File: config.mk
export PLATFORM = sky130hd
export DESIGN_NAME = wb_arbiter
export DESIGN_NICKNAME = d
export VERILOG_FILES = /design/src/rtl/cpu_pkg.sv /design/src/rtl/wb_fifo.sv /design/src/rtl/wb_arbiter.sv
export SDC_FILE = /design/constraint.sdc
export NUM_CORES = 1
export LEC_CHECK = 0
export CAP_MARGIN = 10
export CORE_MARGIN = 2
export CORE_UTILIZATION = 53
export DETAILED_ROUTE_END_ITERATION = 7
export PLACE_DENSITY = 0.85
export SLEW_MARGIN = 20
export SYNTH_ARGS = -nofsm -noshare
export SYNTH_HDL_FRONTEND = slang
export SYNTH_SLANG_ARGS = --single-unit
File: constraint.sdc
create_clock -name clk -period 12.8 [get_ports clk]
set_input_delay 2.56 -clock clk [delete_from_list [all_inputs] [get_ports clk]]
set_output_delay 2.56 -clock clk [all_outputs]
set_load 0.01 [all_outputs]
File: src/rtl/cpu_pkg.sv
`default_nettype none
// ============================================================================
// Module      : cpu_pkg
// Description : Shared CPU constants and the write-back entry type used by the
//               execute, memory and write-back stages.
// Revision    : 1.0 - initial release
// ============================================================================
package cpu_pkg;

    localparam int DATA_WIDTH    = 16;
    localparam int REGADDR_WIDTH = 3;

    typedef struct packed {
        logic [REGADDR_WIDTH-1:0] rd;
        logic [DATA_WIDTH-1:0]    data;
    } wb_entry_t;

endpackage
`default_nettype wire

File: src/rtl/wb_fifo.sv
`default_nettype none
// ============================================================================
// Module      : wb_fifo
// Description : Synchronous FIFO of write-back entries with per-slot
//               valid/rd export for hazard tracking.
// Revision    : 1.0 - initial release
// ============================================================================
module wb_fifo
    import cpu_pkg::*;
#(
    parameter int ALU_DEPTH = 2
) (
    input  logic                                    clk,
    input  logic                                    reset,
    input  logic                                    push,
    input  logic                                    pop,
    input  wb_entry_t                               push_entry,
    output wb_entry_t                               head,
    output logic                                    full,
    output logic                                    empty,
    output logic [ALU_DEPTH-1:0]                    slot_valid,
    output logic [ALU_DEPTH-1:0][REGADDR_WIDTH-1:0] slot_rd
);

    localparam int IDX_W = $clog2(ALU_DEPTH);
    localparam int PTR_W = IDX_W + 1;

    wb_entry_t        r_mem [ALU_DEPTH];
    logic [PTR_W-1:0] r_wr_ptr;
    logic [PTR_W-1:0] r_rd_ptr;
    logic [PTR_W-1:0] w_count;

    assign w_count = r_wr_ptr - r_rd_ptr;
    assign empty   = (r_wr_ptr == r_rd_ptr);
    // Same slot index with differing wrap bits means the pointers are a lap apart.
    assign full    = (r_wr_ptr[IDX_W-1:0] == r_rd_ptr[IDX_W-1:0]) &&
                     (r_wr_ptr[IDX_W] != r_rd_ptr[IDX_W]);
    assign head    = r_mem[r_rd_ptr[IDX_W-1:0]];

    always_ff @(posedge clk) begin
        if (reset) begin
            r_wr_ptr <= '0;
            r_rd_ptr <= '0;
        end else begin
            if (push && !full) begin
                r_wr_ptr <= r_wr_ptr + 1'b1;
            end
            if (pop && !empty) begin
                r_rd_ptr <= r_rd_ptr + 1'b1;
            end
        end
    end

    always_ff @(posedge clk) begin
        if (push && !full && !reset) begin
            r_mem[r_wr_ptr[IDX_W-1:0]] <= push_entry;
        end
    end

    generate
        for (genvar i = 0; i < ALU_DEPTH; i++) begin : g_slot
            logic [IDX_W-1:0] w_off;
            // A slot is live when its distance from the read pointer is below the fill count.
            assign w_off         = IDX_W'(i) - r_rd_ptr[IDX_W-1:0];
            assign slot_valid[i] = ({1'b0, w_off} < w_count);
            assign slot_rd[i]    = r_mem[i].rd;
        end
    endgenerate

endmodule
`default_nettype wire

File: src/rtl/wb_arbiter.sv
`default_nettype none
// ============================================================================
// Module      : wb_arbiter
// Description : Merges ALU and memory-unit results onto the single register
//               file write port and exports a pending-write bitmap.
// Revision    : 1.0 - initial release
// ============================================================================
module wb_arbiter
    import cpu_pkg::*;
#(
    parameter int ALU_DEPTH = 2,
    parameter int NUM_REGS  = 1 << REGADDR_WIDTH
) (
    input  logic                     clk,
    input  logic                     reset,
    input  logic                     alu_valid,
    output logic                     alu_ready,
    input  logic [REGADDR_WIDTH-1:0] alu_rd,
    input  logic [DATA_WIDTH-1:0]    alu_data,
    input  logic                     mem_valid,
    output logic                     mem_ready,
    input  logic [REGADDR_WIDTH-1:0] mem_rd,
    input  logic [DATA_WIDTH-1:0]    mem_data,
    output logic                     reg_write,
    output logic [REGADDR_WIDTH-1:0] write_reg,
    output logic [DATA_WIDTH-1:0]    write_data,
    output logic [NUM_REGS-1:0]      pending
);

    wb_entry_t                               w_head;
    wb_entry_t                               w_alu_entry;
    wb_entry_t                               w_win;
    logic                                    w_full;
    logic                                    w_empty;
    logic                                    w_push;
    logic                                    w_pop;
    logic                                    w_win_valid;
    logic [ALU_DEPTH-1:0]                    w_slot_valid;
    logic [ALU_DEPTH-1:0][REGADDR_WIDTH-1:0] w_slot_rd;

    logic                     r_reg_write;
    logic [REGADDR_WIDTH-1:0] r_write_reg;
    logic [DATA_WIDTH-1:0]    r_write_data;

    assign alu_ready   = !w_full && !reset;
    assign mem_ready   = !w_full && !reset;
    assign w_push      = alu_valid && alu_ready;
    assign w_alu_entry = '{rd: alu_rd, data: alu_data};

    // The head is forced out when full so a busy memory unit cannot starve the ALU.
    assign w_pop = !reset && !w_empty && (w_full || !mem_valid);

    always_comb begin
        w_win_valid = 1'b0;
        w_win       = w_head;
        if (w_pop) begin
            w_win_valid = 1'b1;
        end else if (mem_valid && mem_ready) begin
            w_win_valid = 1'b1;
            w_win       = '{rd: mem_rd, data: mem_data};
        end
    end

    wb_fifo #(
        .ALU_DEPTH (ALU_DEPTH)
    ) u_wb_fifo (
        .clk        (clk),
        .reset      (reset),
        .push       (w_push),
        .pop        (w_pop),
        .push_entry (w_alu_entry),
        .head       (w_head),
        .full       (w_full),
        .empty      (w_empty),
        .slot_valid (w_slot_valid),
        .slot_rd    (w_slot_rd)
    );

    always_ff @(posedge clk) begin
        if (reset) begin
            r_reg_write  <= 1'b0;
            r_write_reg  <= '0;
            r_write_data <= '0;
        end else if (w_win_valid && (w_win.rd != '0)) begin
            r_reg_write  <= 1'b1;
            r_write_reg  <= w_win.rd;
            r_write_data <= w_win.data;
        end else begin
            r_reg_write  <= 1'b0;
        end
    end

    always_comb begin
        pending = '0;
        for (int i = 0; i < ALU_DEPTH; i++) begin
            if (w_slot_valid[i]) begin
                pending[w_slot_rd[i]] = 1'b1;
            end
        end
        if (r_reg_write) begin
            pending[r_write_reg] = 1'b1;
        end
        pending[0] = 1'b0;
    end

    assign reg_write  = r_reg_write;
    assign write_reg  = r_write_reg;
    assign write_data = r_write_data;

endmodule
`default_nettype wire

Word level (Yosys, flattened, before mapping)

Memory sizes are Yosys's and may differ from the RTL's. A register that Yosys moved wholly into a read port is not among the register bits.
Index checks and enable logic that the tools add are counted.

Add/sub/neg operators: 5
Muxes and demuxes: 18
Eq/ne operators: 3
Bitwise logic cells: 2
$lt $le $gt $ge: 8
Reductions and logical operators: 19

Operators with widths:

| kind                | count |
|---|---|
| $mux 19             | 2 |
| $mux 8              | 3 |
| $or 8x8->8          | 2 |
| $logic_and 1x1->1   | 13 |
| $lt 3x4->1 const B  | 3 |
| $mux 1              | 10 |
| $demux 1 s3         | 3 |
| $ge 3x1->1 const B  | 3 |
| $add 2x1->2 const B | 2 |
| $logic_not 1->1     | 4 |
| $lt 1x2->1          | 2 |
| $reduce_bool 3->1   | 1 |
| $eq 2x2->1          | 1 |
| $sub 1x1->1 const A | 2 |
| $sub 2x2->2         | 1 |
| $eq 1x1->1          | 1 |
| $logic_or 1x1->1    | 1 |
| $ne 1x1->1          | 1 |

Memories: 1
RAM bits: 38
Register bits after elaboration: 24
Logic and storage cells: 61

Memories:

| name            | depth | width | read ports | clocked after memory_dff | wr ports | RTL line      | text |
|---|---|---|---|---|---|---|---|
| u_wb_fifo.r_mem | 2     | 19    | 3          | 1                        | 1        | wb_fifo.sv:28 | `wb_entry_t r_mem [ALU_DEPTH];` |

Logic depth before layout (Yosys ltp)

Gate-level depths: netlist (run 1).

Word-level depth: 10
Mapped depth: 9
Depth with buffers taken out: 8

By module

A second synthesis (run 1) with hierarchy kept.

Cell total of the unflattened synthesis: 266
Area total of the unflattened synthesis: 3,009.1 µm²

Modules (own cells, without submodules):

| module     | times used | seq. area each (µm²) | area each (µm²) | cells each |
|---|---|---|---|---|
| wb_fifo    | 1          | 1,241.2              | 1,755.4         | 109 |
| wb_arbiter | 1          | 400.4                | 1,253.7         | 157 |

Least setup slack after synthesis (run 1)

No wires, ideal clock.

Path kind: input to register
Start point: input port reset
End point: memory u_wb_fifo.r_mem[1][0] in the netlist's numbering, enable pin
Stages on the path: 2
Path buffers: 1
Arrival time: 6,070 ps
Data required time: 12,291 ps
Slack: 6,221 ps
Path through: clkbuf_1 -> a2111oi_0

Cells in the longest elaborated chain, start to end: 7

Ends and longest elaborated chain:

| element                        | RTL line                        | text |
|---|---|---|
| start: declaration             | wb_arbiter.sv:15                | `input logic reset,` |
| $logic_not 1->1 *              | wb_fifo.sv:55, wb_arbiter.sv:45 |  |
| $logic_and 1x1->1              | wb_arbiter.sv:45                | `assign alu_ready = !w_full && !reset;` |
| $logic_and 1x1->1              | wb_arbiter.sv:47                | `assign w_push = alu_valid && alu_ready;` |
| $logic_and 1x1->1              | wb_fifo.sv:55                   | `if (push && !full && !reset) begin` |
| $logic_and 1x1->1 *            | wb_fifo.sv:55                   |  |
| $mux 1 *                       | wb_fifo.sv:55                   |  |
| $mux 1 (not written as such) * | wb_fifo.sv:56                   | `r_mem[r_wr_ptr[IDX_W-1:0]] <= push_entry;` |
| end: declaration               | wb_fifo.sv:28                   |  |

Every way passes the cells marked *; elsewhere a longest branch is shown, timed or not.

Final worst setup path (run 1)

Start point: input port reset
End point: output port mem_ready

Cells in the longest elaborated chain, start to end: 2

Ends and longest elaborated chain:

| element           | RTL line         | text |
|---|---|---|
| $logic_not 1->1   | wb_arbiter.sv:46 | `assign mem_ready = !w_full && !reset;` |
| $logic_and 1x1->1 | wb_arbiter.sv:46 |  |
| end: declaration  | wb_arbiter.sv:21 | `output logic mem_ready,` |

Every way passes these cells.

==> results of run 1 <==
## cell usage after synthesis, types with 3 or more instances
master | number | share of area [%]
nand2b_1 | 22 | 4.7
edfxtp_1 | 38 | 39
a21oi_1 | 3 | 0.51
mux2i_1 | 37 | 13
ha_1 | 3 | 1.3
inv_1 | 8 | 1.0
mux2_2 | 18 | 6.9
o221ai_1 | 3 | 0.89
nor2_1 | 8 | 1.0
nor3_1 | 6 | 1.0
a31oi_1 | 5 | 1.1
clkbuf_1 | 3 | 0.38
nand2_1 | 4 | 0.51
dfxtp_1 | 25 | 17
o21ai_0 | 4 | 0.68
xnor2_1 | 4 | 1.2
a211oi_1 | 3 | 0.77
## cells in the final DEF, fill, tap and decap left out, types with 2 or more instances in the layout
master | synthesis | routed
ha_1 | 3 | 3
mux2i_1 | 37 | 37
o21ai_0 | 4 | 4
a211oi_1 | 3 | 3
nand2b_1 | 22 | 22
buf_4 | 2 | 3
nor3_1 | 6 | 6
xnor2_1 | 4 | 4
inv_1 | 8 | 8
mux2_2 | 18 | 18
bufinv_16 | 0 | 2
a211oi_4 | 1 | 2
clkbuf_1 | 3 | 2
edfxtp_1 | 38 | 38
clkinv_1 | 0 | 2
a21oi_1 | 3 | 3
clkdlybuf4s50_1 | 0 | 70
nor2_1 | 8 | 8
o221ai_1 | 3 | 3
clkbuf_8 | 2 | 9
nand2_1 | 4 | 4
nand3_1 | 2 | 2
dfxtp_1 | 25 | 25
a31oi_1 | 5 | 5
## critical path: cells and delay by family
family	cells	cell delay, ps
buffers and inverters	3	1220
AOI/OAI and AO/OA	1	270
## final cells by class
type | count | area [um^2] | area share (%)
well taps | 72 | 90.1 | 2.34
clock inverters | 5 | 72.6 | 1.88
flip-flops and latches | 63 | 1640 | 42.6
clock buffers | 11 | 131 | 3.41
multi-input cells | 138 | 1160 | 30.2
repair buffers | 73 | 723 | 18.8
inverters | 9 | 33.8 | 0.876
## per-layer routing
layer	track usage, %	vias to the layer above	part of all wire, %
met1	25.5	923	42
met5	0	-	0
met2	35.9	95	50
li1	-	952	-
met3	6.32	10	6.6
met4	10.0	0	1.5
## through the flow
stage                     utilization (%)  total power, uW
final                                70.9              594
after global routing                 70.9              623
after CTS                            70.9              599
after detailed placement             67.1              419
after global placement               67.1              415
after floorplan                         -              352
## power breakdown
group / internal (uW) / leakage, uW / switching, uW
Clock: 108 / 0.000102 / 70.6
Sequential: 241 / 0.000556 / 21.7
Combinational: 87.3 / 0.000827 / 65.9
Total: 436 / 0.00149 / 158
## final timing paths
| check | start | endpoint |
|---|---|---|
| worst max-delay path | reset | mem_ready |
| worst min-delay path | write_data[3]$_SDFFE_PP0P_ | write_data[3]$_SDFFE_PP0P_ |
| worst max register to register | register | write_data[2]$_SDFFE_PP0P_ |
| worst min register to register | write_data[3]$_SDFFE_PP0P_ | write_data[3]$_SDFFE_PP0P_ |
## logic make-up after synthesis
logic type | count (synthesis) | share of synthesized area (%)
xor gates and xnor gates | 5 | 1.75
AOI/OAI and AO/OA | 27 | 7.66
DFF | 63 | 55.9
and+or+nand+nor | 47 | 8.81
other | 1 | 0.128
adders and majority gates | 3 | 1.28
muxes | 55 | 19.5
buffers and inverters | 21 | 5.02
==> impl_metrics.env, run 1 <==
export IMPL_outcome="complete, no violations"
export IMPL_min_path_cells=2
export IMPL_dr_pass1_iters=4
export IMPL_final_net_count=339
export IMPL_ys_flop_type="edfxtp_1"
export IMPL_postLayoutCellArea_mm2=0.00386
export IMPL_path_cells="clkdlybuf4s50_1 > buf_4 > a21oi_1 > clkdlybuf4s50_1"
export IMPL_synthDistinctLibCells=40
export IMPL_wl_mm=5.99
export IMPL_cp_required_ps=10240
export IMPL_drt_iter0_markers=136
export IMPL_area_growth_pct=31.2
export IMPL_maxSlewHeadroom_pct=34.9
export IMPL_clk_latency_ps=330
export IMPL_cts_max_path_buffers=2
export IMPL_clock_skew_ps=10.5
export IMPL_synthCells=222
export IMPL_vdd_ir_drop_max_v=0.000140
export IMPL_r2r_setup_slack_ps=10170
export IMPL_gr_total_overflow=0
export IMPL_boundaryPins=72
export IMPL_rsz0062_at_grt="no"
export IMPL_tightest_slew_ps=975
export IMPL_post_cts_buffers=0
export IMPL_instances_no_fill=371
export IMPL_start_util_pct=54.0
export IMPL_cap_viol_max_count=0
export IMPL_yosys_register_bits=63
export IMPL_vias=1980
export IMPL_fillers=386
export IMPL_clk_pin_slew_ps=70
export IMPL_startpoint_type="input port"
export IMPL_netlist_area_mm2=0.00294
export IMPL_crit_path_frequent_cell="clkdlybuf4s50_1"
export IMPL_cts_root_buf="clkbuf_8"
export IMPL_hold_buffers=0
export IMPL_largest_reg_flops=38
export IMPL_finalHoldViolCount=0
export IMPL_hold_slack_ps=474
export IMPL_avgSynthCellArea_um2=13.2
export IMPL_die_area_mm2=0.00616
export IMPL_finalWeightedCongestion=0.887
export IMPL_syn_nets=267
export IMPL_core_area_mm2=0.00544
export IMPL_synth_edf_count=38
export IMPL_setup_tns_ps=0
export IMPL_worstSetupEndpointType="output port"
export IMPL_grt_pass1_wl_mm=9.86
export IMPL_maxSlewViolCount=0
export IMPL_finalSetupViolations=0
export IMPL_drive_gt1_share_pct=14.0
export IMPL_post_route_period_util_pct=51.7
export IMPL_p_leak_uw=0.00149
export IMPL_hpwl_mm=4.14
export IMPL_antenna_found_initial=0
export IMPL_portBuffers=70
export IMPL_ant_nets=0
export IMPL_routedWlPerCell_um=16.1
export IMPL_die_w_um=78.5
export IMPL_antenna_cells=0
export IMPL_powerDensity_mw_per_mm2=154
export IMPL_grt_usage_pct=21.5
export IMPL_crit_slowest_cell="clkdlybuf4s50_1"
export IMPL_path_class="in2out"
export IMPL_cts_max_level=3
export IMPL_cts_tree="yes"
export IMPL_arrival_ps=4060
export IMPL_worstPathMaxFanout=31
export IMPL_grt_max_degree=32
export IMPL_grt_pass1_vias=2099
export IMPL_drc_errors=0
export IMPL_ys_seq_area_share_pct=55.9
export IMPL_clock_sinks=63
export IMPL_reg2reg_depth=5
export IMPL_synthArstFlopShare_pct=0
export IMPL_max_freq_ghz=0.151
export IMPL_dp_slack_ps=6180
export IMPL_placed_area_mm2=0.00365
export IMPL_die_y_um=78.5
export IMPL_dp_cells=355
export IMPL_row_count=27
export IMPL_layout_setup_ws_ps=6180
export IMPL_vias_per_cell=5.34
export IMPL_numCtsBuffers=9
export IMPL_hold_path_class="reg2reg"
export IMPL_crit_path_max_incr_delay_ps=590
export IMPL_layout_min_cycle_time_ps=6620
export IMPL_yosysWarnings=0
export IMPL_postCtsResizedCells=0
Power figures use the tool's default switching activity.
==> run 2, diff against run 1 <==
- CORE_UTILIZATION: 53 -> 49
- PLACE_DENSITY: 0.85 -> 0.79
- clock period: 12.8 -> 6.2 ns (I/O delays scaled with it)
==> impl_metrics.env, run 2 (synthesis results as in run 1) <==
export IMPL_clock_sinks=63
export IMPL_postCtsResizedCells=0
export IMPL_vdd_ir_drop_max_v=0.000200
export IMPL_area_growth_pct=30.5
export IMPL_postLayoutCellArea_mm2=0.00383
export IMPL_outcome="complete, no violations"
export IMPL_maxSlewViolCount=0
export IMPL_dp_cells=358
export IMPL_hp_start="write_data[14]$_SDFFE_PP0P_"
export IMPL_cp_depth=4
export IMPL_instances_no_fill=374
export IMPL_core_area_mm2=0.00585
export IMPL_startpoint_type="input port"
export IMPL_placed_area_mm2=0.00366
export IMPL_post_cts_buffers=0
export IMPL_wl_mm=5.90
export IMPL_drc_errors=0
export IMPL_crit_start="reset"
export IMPL_cp_required_ps=4960
export IMPL_row_count=28
export IMPL_routedWlPerCell_um=15.8
export IMPL_path_cells="clkdlybuf4s50_1 > buf_4 > a21oi_1 > clkdlybuf4s50_1"
export IMPL_r2r_start="u_wb_fifo.r_rd_ptr[0]$_SDFFE_PP0P_"
export IMPL_crit_slowest_cell="clkdlybuf4s50_1"
export IMPL_largest_reg_flops=38
export IMPL_crit_path_max_incr_delay_ps=590
export IMPL_r2r_setup_slack_ps=3680
export IMPL_rsz0062_at_grt="no"
export IMPL_vias_per_cell=5.24
export IMPL_ant_nets=0
export IMPL_clk_pin_slew_ps=60
export IMPL_tightest_slew_ps=1040
export IMPL_start_util_pct=50.2
export IMPL_cp_top_family="buffers and inverters"
export IMPL_final_net_count=339
export IMPL_drt_iter0_markers=61
export IMPL_max_freq_ghz=0.252
export IMPL_path_class="in2out"
export IMPL_finalHoldViolCount=0
export IMPL_finalSetupViolations=0
export IMPL_grt_pass1_wl_mm=9.49
export IMPL_clock_skew_ps=6.47
export IMPL_portBuffers=70
export IMPL_critPathBufInv=3
export IMPL_die_w_um=81.4
export IMPL_multi_input_area_mm2=0.00116
export IMPL_grt_max_degree=32
export IMPL_die_area_mm2=0.00663
export IMPL_drive_gt1_share_pct=14.0
export IMPL_cts_max_path_buffers=2
export IMPL_layout_common_cells="clkdlybuf4s50_1 (70), edfxtp_1 (38), mux2i_1 (37)"
export IMPL_hpwl_mm=4.00
export IMPL_cts_max_level=3
export IMPL_worstPathMaxFanout=31
export IMPL_finalWeightedCongestion=0.809
export IMPL_p_leak_uw=0.00148
export IMPL_hold_path_class="reg2reg"
export IMPL_fillers=452
export IMPL_cts_tree="yes"
export IMPL_arrival_ps=2720
export IMPL_min_path_cells=2
export IMPL_antenna_cells=0
export IMPL_boundaryPins=72
export IMPL_power_uw=1180
export IMPL_clk_latency_ps=330
export IMPL_numCtsBuffers=9
export IMPL_grt_pass1_vias=2012
export IMPL_cap_viol_max_count=0
export IMPL_post_route_period_util_pct=63.9
export IMPL_dr_pass1_iters=4
export IMPL_antenna_found_initial=0
export IMPL_maxSlewHeadroom_pct=30.6
export IMPL_gr_total_overflow=0
export IMPL_setup_tns_ps=0
export IMPL_powerDensity_mw_per_mm2=309
export IMPL_hold_slack_ps=488
export IMPL_vias=1961
export IMPL_hold_buffers=0
export IMPL_worstSetupEndpointType="output port"
export IMPL_layout_min_cycle_time_ps=3960
export IMPL_regArea_mm2=0.00164
export IMPL_cts_root_buf="clkbuf_8"
export IMPL_reg2reg_depth=4
export IMPL_die_y_um=81.4
export IMPL_grt_usage_pct=19.4
export IMPL_crit_path_frequent_cell="clkdlybuf4s50_1"
export IMPL_final_common_cell="clkdlybuf4s50_1"
-- run 2: cell type report --
cell class              count  share of cell area (%)
clock inverters             6                    1.34
repair buffers             73                    18.9
inverters                   9                   0.881
multi-input cells         138                    30.3
flip-flops and latches     63                    42.8
well taps                  75                    2.45
clock buffers              10                    3.33
-- run 2: power by group --
group          total, uW  internal [uW]  switching, uW
combinational        312            180            132
clock                327            180            147
sequential           545            497           47.9
-- run 2: per-layer routing --
| layer | vias to the layer above | track usage (%) | share of wire (%) |
|---|---|---|---|
| met2 | 72 | 31.4 | 47 |
| li1 | 946 | - | - |
| met3 | 10 | 6.26 | 5.7 |
| met5 | - | 0 | 0 |
| met1 | 933 | 24.4 | 45 |
| met4 | 0 | 7.12 | 1.8 |
-- run 2: through the flow --
stage / setup slack, ps / util, %
6_report: 2240 / 65.5
3_3_place_gp: 2300 / 62.5
5_1_grt: 2150 / 65.5
4_1_cts: 2240 / 65.5
3_5_place_dp: 2250 / 62.5
2_1_floorplan: 941 / -
-- run 2: worst min-delay path: cells and delay by family (launching register included) --
| family | cells | cell delay, ps |
|---|---|---|
| DFF | 1 | 320 |
| muxes | 1 | 60 |
| and+or+nand+nor | 1 | 60 |
-- run 2: final timing paths --
check                                    endpoint
hold reg to reg       write_data[14]$_SDFFE_PP0P_
hold / removal        write_data[14]$_SDFFE_PP0P_
setup / recovery                        alu_ready
setup reg to reg  u_wb_fifo.r_mem[0][2]$_DFFE_PP_
